$ cat src/rtl/shared_counters_pkg.sv
// Shared counter host: command encodings, request opcodes and FSM states.
package shared_counters_pkg;

  localparam logic [2:0] CMD_IDLE    = 3'b000;
  localparam logic [2:0] CMD_INCR    = 3'b001;
  localparam logic [2:0] CMD_NEW     = 3'b010;
  localparam logic [2:0] CMD_DEALLOC = 3'b011;
  localparam logic [2:0] CMD_LOAD    = 3'b100;
  localparam logic [2:0] CMD_READ    = 3'b101;

  typedef enum logic [2:0] {
    OP_INCR    = 3'd0,
    OP_ALLOC   = 3'd1,
    OP_DEALLOC = 3'd2,
    OP_LOAD    = 3'd3,
    OP_READ    = 3'd4
  } req_op_e;

  typedef enum logic [2:0] {
    ST_IDLE       = 3'd0,
    ST_ISSUE      = 3'd1,
    ST_WAIT_READ  = 3'd2,
    ST_WAIT_ALLOC = 3'd3,
    ST_RESP       = 3'd4
  } state_e;

  // Map a request opcode onto the counter-bank command bus; unknown ops issue nothing.
  function automatic logic [2:0] op_to_cmd(input logic [2:0] op);
    logic [2:0] cmd;
    cmd = CMD_IDLE;
    case (op)
      OP_INCR:    cmd = CMD_INCR;
      OP_ALLOC:   cmd = CMD_NEW;
      OP_DEALLOC: cmd = CMD_DEALLOC;
      OP_LOAD:    cmd = CMD_LOAD;
      OP_READ:    cmd = CMD_READ;
      default:    cmd = CMD_IDLE;
    endcase
    return cmd;
  endfunction

endpackage

$ cat src/rtl/read_assembler.sv
// Collects G-bit read chunks LSB-first into a W-bit word; flags the final chunk and overflow.
module read_assembler #(
  parameter int unsigned G = 4,
  parameter int unsigned W = 64
) (
  input  logic         clk,
  input  logic         rst_n,
  input  logic         clear,
  input  logic         en,
  input  logic         valid,
  input  logic         last,
  input  logic [G-1:0] rdata,
  output logic [W-1:0] data_c,
  output logic         done_c,
  output logic         ovf_c
);
  localparam int unsigned NCHUNK = W / G;
  localparam int unsigned KW     = $clog2(NCHUNK + 1);

  logic [KW-1:0] k_q;
  logic [W-1:0]  data_q;
  logic          full_c;
  logic          take_c;

  // A chunk arriving once every slot is filled is never stored.
  assign full_c = (k_q == KW'(NCHUNK));
  assign take_c = en && valid && !full_c;
  assign done_c = en && valid && last;
  assign ovf_c  = en && valid && full_c && !last;
  assign data_c = take_c ? (data_q | (W'(rdata) << (G * k_q))) : data_q;

  always_ff @(posedge clk or negedge rst_n) begin
    if (!rst_n) begin
      k_q    <= '0;
      data_q <= '0;
    end else if (clear) begin
      k_q    <= '0;
      data_q <= '0;
    end else begin
      data_q <= data_c;
      if (take_c) k_q <= k_q + KW'(1);
    end
  end

endmodule

$ cat src/rtl/shared_counters_host.sv
// Request/response front end for a shared counter bank.
// Define SHARED_COUNTERS_HOST_TIMEOUT_EN to add a watchdog on the read/alloc wait states.
module shared_counters_host
  import shared_counters_pkg::*;
#(
  parameter int unsigned N              = 10,
  parameter int unsigned G              = 4,
  parameter int unsigned W              = 64,
  parameter int unsigned TIMEOUT_CYCLES = 64
) (
  input  logic                 clk,
  input  logic                 rst_n,
  input  logic                 req_valid,
  output logic                 req_ready,
  input  logic [2:0]           req_op,
  input  logic [$clog2(N)-1:0] req_id,
  input  logic [31:0]          req_size,
  input  logic [W-1:0]         req_data,
  output logic [2:0]           command_out,
  output logic [$clog2(N)-1:0] id_out,
  output logic [31:0]          new_counter_size_out,
  output logic [W-1:0]         load_data_out,
  output logic                 valid_load_data_out,
  input  logic [G-1:0]         rdata_in,
  input  logic                 valid_data_in,
  input  logic                 last_in,
  input  logic [$clog2(N):0]   allocation_id_in,
  input  logic                 valid_allocation_id_in,
  output logic                 rsp_valid,
  input  logic                 rsp_ready,
  output logic [2:0]           rsp_op,
  output logic [W-1:0]         rsp_data,
  output logic                 rsp_err
);
  localparam int unsigned IDW = $clog2(N);

  state_e         state_q, state_d;
  logic [2:0]     op_q;
  logic [IDW-1:0] id_q;

  logic           req_ready_d;
  logic [2:0]     cmd_d;
  logic [IDW-1:0] id_d;
  logic [31:0]    size_d;
  logic [W-1:0]   load_d;
  logic           vld_load_d;
  logic           rsp_valid_d;
  logic [2:0]     rsp_op_d;
  logic [W-1:0]   rsp_data_d;
  logic           rsp_err_d;

  logic           accept_c;
  logic           in_read_c;
  logic           in_alloc_c;
  logic           rd_done_c;
  logic           rd_ovf_c;
  logic           timeout_c;
  logic [W-1:0]   rd_data_c;

  assign accept_c   = req_valid && req_ready && (state_q == ST_IDLE);
  assign in_read_c  = (state_q == ST_WAIT_READ);
  assign in_alloc_c = (state_q == ST_WAIT_ALLOC);

  read_assembler #(.G(G), .W(W)) u_read_assembler (
    .clk    (clk),
    .rst_n  (rst_n),
    .clear  (state_q == ST_IDLE),
    .en     (in_read_c),
    .valid  (valid_data_in),
    .last   (last_in),
    .rdata  (rdata_in),
    .data_c (rd_data_c),
    .done_c (rd_done_c),
    .ovf_c  (rd_ovf_c)
  );

`ifdef SHARED_COUNTERS_HOST_TIMEOUT_EN
  localparam int unsigned TW = $clog2(TIMEOUT_CYCLES + 1);
  logic [TW-1:0] wd_q;
  logic          wd_kick_c;

  // Watchdog restarts on every accepted read chunk and idles outside the wait states.
  assign wd_kick_c = in_read_c && valid_data_in;
  assign timeout_c = (in_read_c || in_alloc_c) && !wd_kick_c && (wd_q == TW'(TIMEOUT_CYCLES - 1));

  always_ff @(posedge clk or negedge rst_n) begin
    if (!rst_n)                                    wd_q <= '0;
    else if (!(in_read_c || in_alloc_c) || wd_kick_c) wd_q <= '0;
    else                                           wd_q <= wd_q + TW'(1);
  end
`else
  assign timeout_c = 1'b0;
`endif

  always_ff @(posedge clk or negedge rst_n) begin
    if (!rst_n) begin
      op_q <= '0;
      id_q <= '0;
    end else if (accept_c) begin
      op_q <= req_op;
      id_q <= req_id;
    end
  end

  // Next-state and next-output logic; outputs are registered from the next state.
  always_comb begin
    state_d    = state_q;
    rsp_data_d = rsp_data;
    rsp_err_d  = rsp_err;
    case (state_q)
      ST_IDLE: if (accept_c) state_d = ST_ISSUE;
      ST_ISSUE: begin
        case (op_q)
          OP_ALLOC: state_d = ST_WAIT_ALLOC;
          OP_READ:  state_d = ST_WAIT_READ;
          default: begin
            state_d    = ST_RESP;
            rsp_data_d = '0;
            rsp_err_d  = 1'b0;
          end
        endcase
      end
      ST_WAIT_ALLOC: begin
        if (valid_allocation_id_in) begin
          state_d    = ST_RESP;
          rsp_data_d = W'(allocation_id_in);
          rsp_err_d  = 1'b0;
        end else if (timeout_c) begin
          state_d    = ST_RESP;
          rsp_data_d = '0;
          rsp_err_d  = 1'b1;
        end
      end
      ST_WAIT_READ: begin
        if (rd_done_c || rd_ovf_c || timeout_c) begin
          state_d    = ST_RESP;
          rsp_data_d = rd_data_c;
          rsp_err_d  = !rd_done_c;
        end
      end
      ST_RESP: begin
        if (rsp_ready) begin
          state_d    = ST_IDLE;
          rsp_data_d = '0;
          rsp_err_d  = 1'b0;
        end
      end
      default: state_d = ST_IDLE;
    endcase

    req_ready_d = (state_d == ST_IDLE);
    cmd_d       = CMD_IDLE;
    id_d        = '0;
    size_d      = '0;
    load_d      = '0;
    vld_load_d  = 1'b0;
    // ISSUE is only entered on accept, so the live request fields feed the issue registers.
    if (state_d == ST_ISSUE) begin
      cmd_d      = op_to_cmd(req_op);
      id_d       = req_id;
      size_d     = req_size;
      load_d     = req_data;
      vld_load_d = (req_op == OP_LOAD);
    end else if (state_d == ST_WAIT_READ) begin
      cmd_d = CMD_READ;
      id_d  = id_q;
    end
    rsp_valid_d = (state_d == ST_RESP);
    rsp_op_d    = (state_d == ST_RESP) ? op_q : 3'b000;
  end

  always_ff @(posedge clk or negedge rst_n) begin
    if (!rst_n) begin
      state_q              <= ST_IDLE;
      req_ready            <= 1'b0;
      command_out          <= CMD_IDLE;
      id_out               <= '0;
      new_counter_size_out <= '0;
      load_data_out        <= '0;
      valid_load_data_out  <= 1'b0;
      rsp_valid            <= 1'b0;
      rsp_op               <= '0;
      rsp_data             <= '0;
      rsp_err              <= 1'b0;
    end else begin
      state_q              <= state_d;
      req_ready            <= req_ready_d;
      command_out          <= cmd_d;
      id_out               <= id_d;
      new_counter_size_out <= size_d;
      load_data_out        <= load_d;
      valid_load_data_out  <= vld_load_d;
      rsp_valid            <= rsp_valid_d;
      rsp_op               <= rsp_op_d;
      rsp_data             <= rsp_data_d;
      rsp_err              <= rsp_err_d;
    end
  end

endmodule
$ cat config.mk
export PLATFORM = sky130hd
export DESIGN_NAME = shared_counters_host
export DESIGN_NICKNAME = d
export VERILOG_FILES = /design/src/rtl/shared_counters_pkg.sv /design/src/rtl/read_assembler.sv /design/src/rtl/shared_counters_host.sv
export SDC_FILE = /design/constraint.sdc
export NUM_CORES = 1
export LEC_CHECK = 0
export ABC_AREA = 0
export BUFFER_PORTS_ARGS = -buffer_cell sky130_fd_sc_hd__buf_2
export CAP_MARGIN = 25
export CELL_PAD_IN_SITES_DETAIL_PLACEMENT = 0
export CELL_PAD_IN_SITES_GLOBAL_PLACEMENT = 1
export CORE_MARGIN = 2
export CORE_UTILIZATION = 45
export CTS_BUF_LIST = sky130_fd_sc_hd__clkbuf_2 sky130_fd_sc_hd__clkbuf_4 sky130_fd_sc_hd__clkbuf_8
export CTS_CLUSTER_DIAMETER = 120
export DETAILED_ROUTE_END_ITERATION = 8
export GPL_TIMING_DRIVEN = 0
export PLACE_DENSITY = 0.95
export SLEW_MARGIN = 15
export SYNTH_ARGS = -nofsm -noshare
export SYNTH_HDL_FRONTEND = slang
export SYNTH_SLANG_ARGS = --single-unit
$ cat constraint.sdc
create_clock -name clk -period 2.7 [get_ports clk]
set_input_delay 0.27 -clock clk [delete_from_list [all_inputs] [get_ports clk]]
set_output_delay 0.27 -clock clk [all_outputs]
set_load 0.02 [all_outputs]
Yosys cells after proc, flatten, opt, wreduce, memory -nomap -nowiden
Index checks and enable logic that the tools add are counted.
W data, S select, Z words.
{"block": "totals", "out_inout_bits": 174, "input_bits": 119, "reg_bits": 253}
{"block": "op_classes", "n_reduce_logical": 18, "add_sub_neg": 1, "eq_ne": 18, "muxes": 29, "n_shift": 1, "n_bitwise": 1}
{"operator": "$mux W64", "n": 7}
{"operator": "$pmux W64 S4", "n": 1}
{"operator": "$or A64 B64 Y64", "n": 1}
{"operator": "$shl A4 B7 Y64", "n": 1}
{"operator": "$mux W32", "n": 1}
{"operator": "$pmux W3 S5", "n": 2}
{"operator": "$mux W3", "n": 7}
{"operator": "$eq A3 B2 Y1 const B", "n": 5}
{"operator": "$eq A3 B1 Y1 const B", "n": 4}
{"operator": "$eq A3 B3 Y1 const B", "n": 4}
{"operator": "$mux W5", "n": 2}
{"operator": "$logic_not A3 Y1", "n": 3}
{"operator": "$mux W4", "n": 2}
{"operator": "$ne A2 B2 Y1 const B", "n": 4}
{"operator": "$logic_and A1 B1 Y1", "n": 7}
{"operator": "$pmux W3 S2", "n": 1}
{"operator": "$add A5 B1 Y5 const B", "n": 1}
{"operator": "$eq A5 B5 Y1 const B", "n": 1}
{"operator": "$mux W1", "n": 5}
{"operator": "$reduce_and A5 Y1", "n": 1}
{"operator": "$pmux W1 S4", "n": 1}
{"operator": "$reduce_bool A4 Y1", "n": 1}
{"operator": "$logic_not A1 Y1", "n": 3}
{"operator": "$reduce_bool A2 Y1", "n": 1}
{"operator": "other kinds (2)", "n": 2}

Logic depth before layout (Yosys ltp)
{"block": "depth", "depth_word": 10, "mapped_depth": 9, "depth_no_buf": 6}

Modules after synthesis
A second synthesis with hierarchy kept.
{"block": "unflattened", "hier_cells": 785, "hier_area_um2": 9444.1}
{"module": "shared_counters_host", "area_each_um2": 6384.9, "n_inst": 1, "cells_per_inst": 451}
{"module": "read_assembler", "area_each_um2": 3059.2, "n_inst": 1, "cells_per_inst": 334}

Least setup slack after synthesis
No wires, ideal clock.
{"block": "synth_timing", "path_type": "register to register", "startpoint": "register u_read_assembler.k_q[1]", "endpoint": "register rsp_data[13]", "required_time_ns": 2.575, "path_buffers": 3, "t_arrival_ns": 1.753, "path_stages_with_launch": 10, "setup_slack_ns": 0.821, "period_less_slack_ns": 1.879, "cell_sequence": "dfrtp_1 buf_2 inv_1 ha_1 nand4bb_1 o211ai_2 nand3_2 buf_6 buf_8 mux2_4"}
{"block": "synth_between", "elab_chain_len": 6}
{"item": "start, declared", "line_no": "read_assembler.sv:20", "text": "logic [KW-1:0] k_q;"}
{"item": "start signal, assigned", "line_no": "read_assembler.sv:41", "text": "if (take_c) k_q <= k_q + KW'(1);"}
{"item": "parallel branches: the longest is 6 deep, another holds $shl A4 B7 Y64"}
{"item": "end signal, assigned", "line_no": "shared_counters_host.sv:195", "text": "rsp_data <= rsp_data_d;"}
{"item": "end, declared", "line_no": "shared_counters_host.sv:32", "text": "output logic [W-1:0] rsp_data,"}
Several ways; the timed one is not identified. The select of a mux whose other input is x is not followed.
A chain may end at the register's enable or synchronous reset.

Worst setup path in the final report
{"block": "layout_timing", "startpoint": "register state_q[1]", "endpoint": "register load_data_out[60]"}
{"block": "layout_between", "elab_chain_len": 9}
{"item": "start, declared", "line_no": "shared_counters_host.sv:37", "text": "state_e state_q, state_d;"}
{"item": "start signal, assigned", "line_no": "shared_counters_host.sv:186", "text": "state_q <= state_d;"}
{"item": "$eq A3 B2 Y1", "line_no": "shared_counters_host.sv:61, shared_counters_host.sv:110"}
{"item": "$logic_and A1 B1 Y1", "line_no": "read_assembler.sv:28, read_assembler.sv:29"}
{"item": "$logic_and A1 B1 Y1 (2 in series)", "line_no": "read_assembler.sv:29", "text": "assign ovf_c = en && valid && full_c && !last;"}
{"item": "$logic_or A1 B1 Y1", "line_no": "shared_counters_host.sv:135", "text": "if (rd_done_c || rd_ovf_c || timeout_c) begin"}
{"item": "$mux W3", "line_no": "shared_counters_host.sv:135"}
{"item": "$pmux W3 S5 (*)", "line_no": "shared_counters_host.sv:110", "text": "case (state_q)"}
{"item": "$eq A3 B1 Y1 (*)", "line_no": "shared_counters_host.sv:158", "text": "if (state_d == ST_ISSUE) begin"}
{"item": "$mux W64 (*)", "line_no": "shared_counters_host.sv:158"}
{"item": "named net load_d[60]", "line_no": "shared_counters_host.sv:45", "text": "logic [W-1:0] load_d;"}
{"item": "end signal, assigned", "line_no": "shared_counters_host.sv:191", "text": "load_data_out <= load_d;"}
{"item": "end, declared", "line_no": "shared_counters_host.sv:22", "text": "output logic [W-1:0] load_data_out,"}
Mark *: on every way through the listed nets, which the timed path passes. The rest lies on a longest branch.

==> impl_metrics.xml <==
<?xml version="1.0" encoding="UTF-8"?>
<metrics>
  <group name="cells_and_area">
    <metric name="fillers" unit="">1678</metric>
    <metric name="post-route-util" unit="%">63.1</metric>
    <metric name="nNetsFinal" unit="">1345</metric>
    <metric name="layout-drive-gt1-share" unit="%">38.8</metric>
    <metric name="areaGrowthSynthToFinish" unit="%">38.4</metric>
  </group>
  <group name="sta">
    <metric name="timing.final.ws_setup" unit="ns">0.448</metric>
    <metric name="max_freq" unit="MHz">444</metric>
    <metric name="grt_setup_unrepaired" unit="">no</metric>
    <metric name="timing_worst_slew_pin_value" unit="ns">0.803</metric>
    <metric name="finalCritPeriodShare" unit="%">83.4</metric>
    <metric name="fin_crit" unit="ns">2.25</metric>
    <metric name="finalSetupViolations" unit="">0</metric>
    <metric name="report.final.hold_viol_count" unit="">0</metric>
    <metric name="drv_slew" unit="">0</metric>
    <metric name="slew_headroom" unit="%">46.3</metric>
    <metric name="worst_clock_skew" unit="ns">0.0132</metric>
  </group>
  <group name="routing">
    <metric name="drt_first_pass_iters" unit="">5</metric>
    <metric name="detail_route.drc_violations" unit="">0</metric>
    <metric name="remaining_number_of_nets_flagged_by_the_antenna_check_after_routing" unit="">0</metric>
    <metric name="wl" unit="microns">27800</metric>
    <metric name="num_vias" unit="">7609</metric>
    <metric name="dr.first_iter.drc_count" unit="">453</metric>
    <metric name="route.detailed.vias_per_inst" unit="">4.96</metric>
    <metric name="post_drt_wl_per_cell" unit="microns">18.1</metric>
  </group>
  <group name="worst_setup_path">
    <metric name="worstReg2RegEnd" unit="">load_data_out[60]</metric>
    <metric name="critical_path_arrival" unit="ns">2.70</metric>
    <metric name="reg2reg_from" unit="">state_q[1]</metric>
    <metric name="worst-setup-path-type" unit="">reg2reg</metric>
    <metric name="worstPathRequired" unit="ns">3.15</metric>
    <metric name="cp-startpoint" unit="">state_q[1]</metric>
    <metric name="setup.reg_to_reg.worst_slack" unit="ns">0.45</metric>
    <metric name="critPathMaxFanout" unit="">10</metric>
    <metric name="end_kind" unit="">register</metric>
    <metric name="timing.critical_path.from_type" unit="">register</metric>
    <metric name="r2r_cells" unit="">6</metric>
  </group>
  <group name="floorplan">
    <metric name="num_io_pins" unit="">293</metric>
    <metric name="die_area" unit="sq um">23200</metric>
    <metric name="die_x" unit="microns">152</metric>
    <metric name="placement_rows" unit="">54</metric>
    <metric name="core_region_area" unit="sq um">21800</metric>
    <metric name="dieHeight" unit="microns">152</metric>
    <metric name="start_util" unit="%">45.6</metric>
  </group>
  <group name="grt">
    <metric name="grt-ovfl-total" unit="">0</metric>
    <metric name="maximum_number_of_pins_on_one_net_before_global_route_repair" unit="">94</metric>
    <metric name="number_of_antenna_violations_at_the_first_check_in_global_routing" unit="">2</metric>
    <metric name="grt_pass1_wl" unit="microns">43300</metric>
    <metric name="number_of_global_route_vias_before_repair" unit="">8084</metric>
    <metric name="grt_use_total" unit="%">23.5</metric>
  </group>
  <group name="placed_design">
    <metric name="io_buffers" unit="">292</metric>
    <metric name="gpl.final_weighted_congestion" unit="">0.798</metric>
    <metric name="post_placement_setup_slack" unit="ns">0.428</metric>
    <metric name="post_detailed_placement_half_perimeter_wirelength" unit="microns">17700</metric>
  </group>
  <group name="synthesis">
    <metric name="synth_enable_flop_cells" unit="">0</metric>
    <metric name="synth_top_cells_by_count" unit="">253 x dfrtp_1, 125 x nor2_1, 103 x and2_1</metric>
    <metric name="netlist_top_cells_area" unit="">dfrtp_1 64%, mux2_4 7.6%, and2_1 6.5%, nor2_1 4.7%, a31oi_1 3.7%</metric>
    <metric name="syn_nets" unit="">905</metric>
    <metric name="synth_area" unit="sq um">9920</metric>
    <metric name="synth_top_family_by_area" unit="">simple AND/OR/NAND/NOR gates</metric>
    <metric name="synth-compound-area-share" unit="%">5.55</metric>
    <metric name="postSynth.topFlopCell" unit="">dfrtp_1</metric>
    <metric name="synthesis.yosys.warnings" unit="">0</metric>
    <metric name="ys_async_sr_fraction" unit="%">100</metric>
    <metric name="synth_cells" unit="">784</metric>
    <metric name="synth_top_cell_area_share" unit="%">63.8</metric>
    <metric name="yosys.cell_count.top_type" unit="">dfrtp_1</metric>
    <metric name="synth.lib_cells_used.distinct" unit="">47</metric>
    <metric name="syn-mean-instance-area" unit="sq um">12.6</metric>
    <metric name="synth.mux.area_fraction" unit="%">9.98</metric>
    <metric name="synth_xor_area_share" unit="%">0.530</metric>
    <metric name="share_of_synthesized_area_occupied_by_flip_flops_and_latches" unit="%">63.8</metric>
    <metric name="synth.ff_latch_count" unit="">253</metric>
    <metric name="yosys.area_share.adder" unit="%">0.252</metric>
    <metric name="synth_simple_gate_area_share" unit="%">15.5</metric>
    <metric name="netlist.top_cell.by_area" unit="">dfrtp_1</metric>
  </group>
  <group name="clock_network">
    <metric name="clk_path_buf_depth" unit="">3</metric>
    <metric name="tritoncts_clock_tree" unit="">done</metric>
    <metric name="sinks_on_the_clock_net" unit="">253</metric>
    <metric name="clock_insertion_delay_worst_skew" unit="ns">0.54</metric>
    <metric name="clk_pin_slew" unit="ns">0.06</metric>
    <metric name="cts_made_buffers" unit="">42</metric>
    <metric name="htreeDepth" unit="">2</metric>
    <metric name="cts-resized-gates" unit="">0</metric>
    <metric name="cts-root-buf" unit="">clkbuf_8</metric>
  </group>
  <group name="power_and_ir_drop">
    <metric name="netSwitchingFraction" unit="%">33.0</metric>
    <metric name="power_frac_comb" unit="%">28.3</metric>
    <metric name="sequential_share_of_power" unit="%">39.5</metric>
    <metric name="power.density" unit="nW/um^2">812</metric>
    <metric name="internal_power" unit="mW">7.47</metric>
    <metric name="power.clock.fraction" unit="%">32.2</metric>
    <metric name="power.net_switching" unit="mW">3.68</metric>
    <metric name="vdd.ir_drop.worst" unit="V">0.000588</metric>
    <metric name="static-leakage-power" unit="nW">7.39</metric>
  </group>
  <group name="worst_hold_path">
    <metric name="holdCritPathClass" unit="">in2reg</metric>
    <metric name="min_path_cells" unit="">2</metric>
    <metric name="holdCritStartpoint" unit="">req_data[47]</metric>
    <metric name="holdPathEnd" unit="">load_data_out[47]</metric>
  </group>
  <group name="status">
    <metric name="run_status" unit="">complete, no violations</metric>
  </group>
  <group name="job">
    <metric name="maxCapViolations" unit="">0</metric>
  </group>
</metrics>
per-stage QoR:
step / std cells / total power [mW] / area [sq um] / hold WS (ns) / TNS (ns)
after floorplan: 784 / 6.43 / 9920 / -0.0256 / 0
after global placement: 1356 / 7.41 / 11700 / 0.459 / -735.07
after detailed placement: 1358 / 7.46 / 11800 / 0.305 / 0
after CTS: 1534 / 11.2 / 13700 / 0.0113 / 0
after global routing: 1535 / 11.7 / 13700 / 0.000802 / 0
final: 1535 / 11.2 / 13700 / 0.0389 / 0
state kept, by name, summed over array words and instances, names as in the netlist:
signal,count
id_q,4
new_counter_size_out,32
rsp_data,64
valid_load_data_out,1
rsp_valid,1
op_q,3
req_ready,1
rsp_err,1
load_data_out,64
u_read_assembler.k_q,5
u_read_assembler.data_q,64
rsp_op,3
id_out,4
command_out,3
state_q,3
power groups by stage:
| stage | clock [mW] | combinational, mW | sequential (mW) |
|---|---|---|---|
| 2_1_floorplan | 0 | 1.49 | 4.94 |
| 3_3_place_gp | 0 | 2.97 | 4.44 |
| 3_5_place_dp | 0 | 3.01 | 4.45 |
| 4_1_cts | 3.68 | 3.14 | 4.40 |
| 5_1_grt | 3.85 | 3.38 | 4.45 |
| 6_report | 3.59 | 3.15 | 4.41 |
kinds of logic (layout without fill, tap and decap cells):
group,after synthesis,count (layout)
and+or+nand+nor,293,293
DFF,253,253
AOI/OAI and AO/OA,85,85
buffers and inverters,73,543
muxes,72,72
xor gates and xnor gates,6,6
adders and majority gates,2,2
other,0,1
what timing repair did:
item | CTS | global route
hold endpoints to repair | 188 | 0
buffers inserted | 0 | 0
hold buffers | 102 | 0
worst max-delay path by stage:
stage / endpoint / cells past startpoint
final: load_data_out[60] / 6
after detailed placement: load_data_out[24] / 6
after floorplan: rsp_data[13] / 9
after CTS: load_data_out[28] / 6
after global routing: load_data_out[30] / 6
after global placement: load_data_out[44] / 1
per-layer routing:
| layer | GRT usage [%] | wire length (microns) |
|---|---|---|
| met1 | 27.8 | 10800 |
| met2 | 41.3 | 13900 |
| met3 | 6.97 | 2220 |
| met4 | 7.50 | 776 |
| met5 | 0 | 7 |
area by class of cell:
cell class	count	area (sq um)	share of cell area (%)
sequential	253	6330	46.1
multi-input combinational	458	3150	23.0
timing repair buffer	396	2550	18.6
clock buffer	60	782	5.70
buffer	62	390	2.84
tap	280	350	2.55
clock inverter	14	126	0.921
inverter	11	41.3	0.301
antenna	1	2.50	0.0182
critical path, cell delays in order (launching register included):
cell	delay [ns]
dfrtp_1	0.35
buf_2	0.18
nor3_2	0.66
and3_1	0.33
buf_4	0.23
buf_2	0.21
and2_1	0.20
cells in the final DEF, fill, tap and decap left out, types with 4 or more instances in the layout:
master         Yosys  final
nand2_1           26     26
clkbuf_1          18     18
mux2_4            50     50
clkbuf_4           0      7
nor2b_1            4      4
clkinv_2           0     10
a32o_1             4      4
o21ai_1            6      6
a21oi_1            7      7
and2_1           103    103
inv_1             10     10
buf_4             16     16
nor2_1           125    125
dfrtp_1          253    253
xor2_1             4      4
nand3_1            7      7
a31oi_1           59     59
clkbuf_8           0     53
mux2i_1            7      7
buf_8              5      6
dlygate4sd3_1      0    102
mux2_2            14     14
buf_2             21    312
Note: power is estimated with default switching activity, not from simulation.
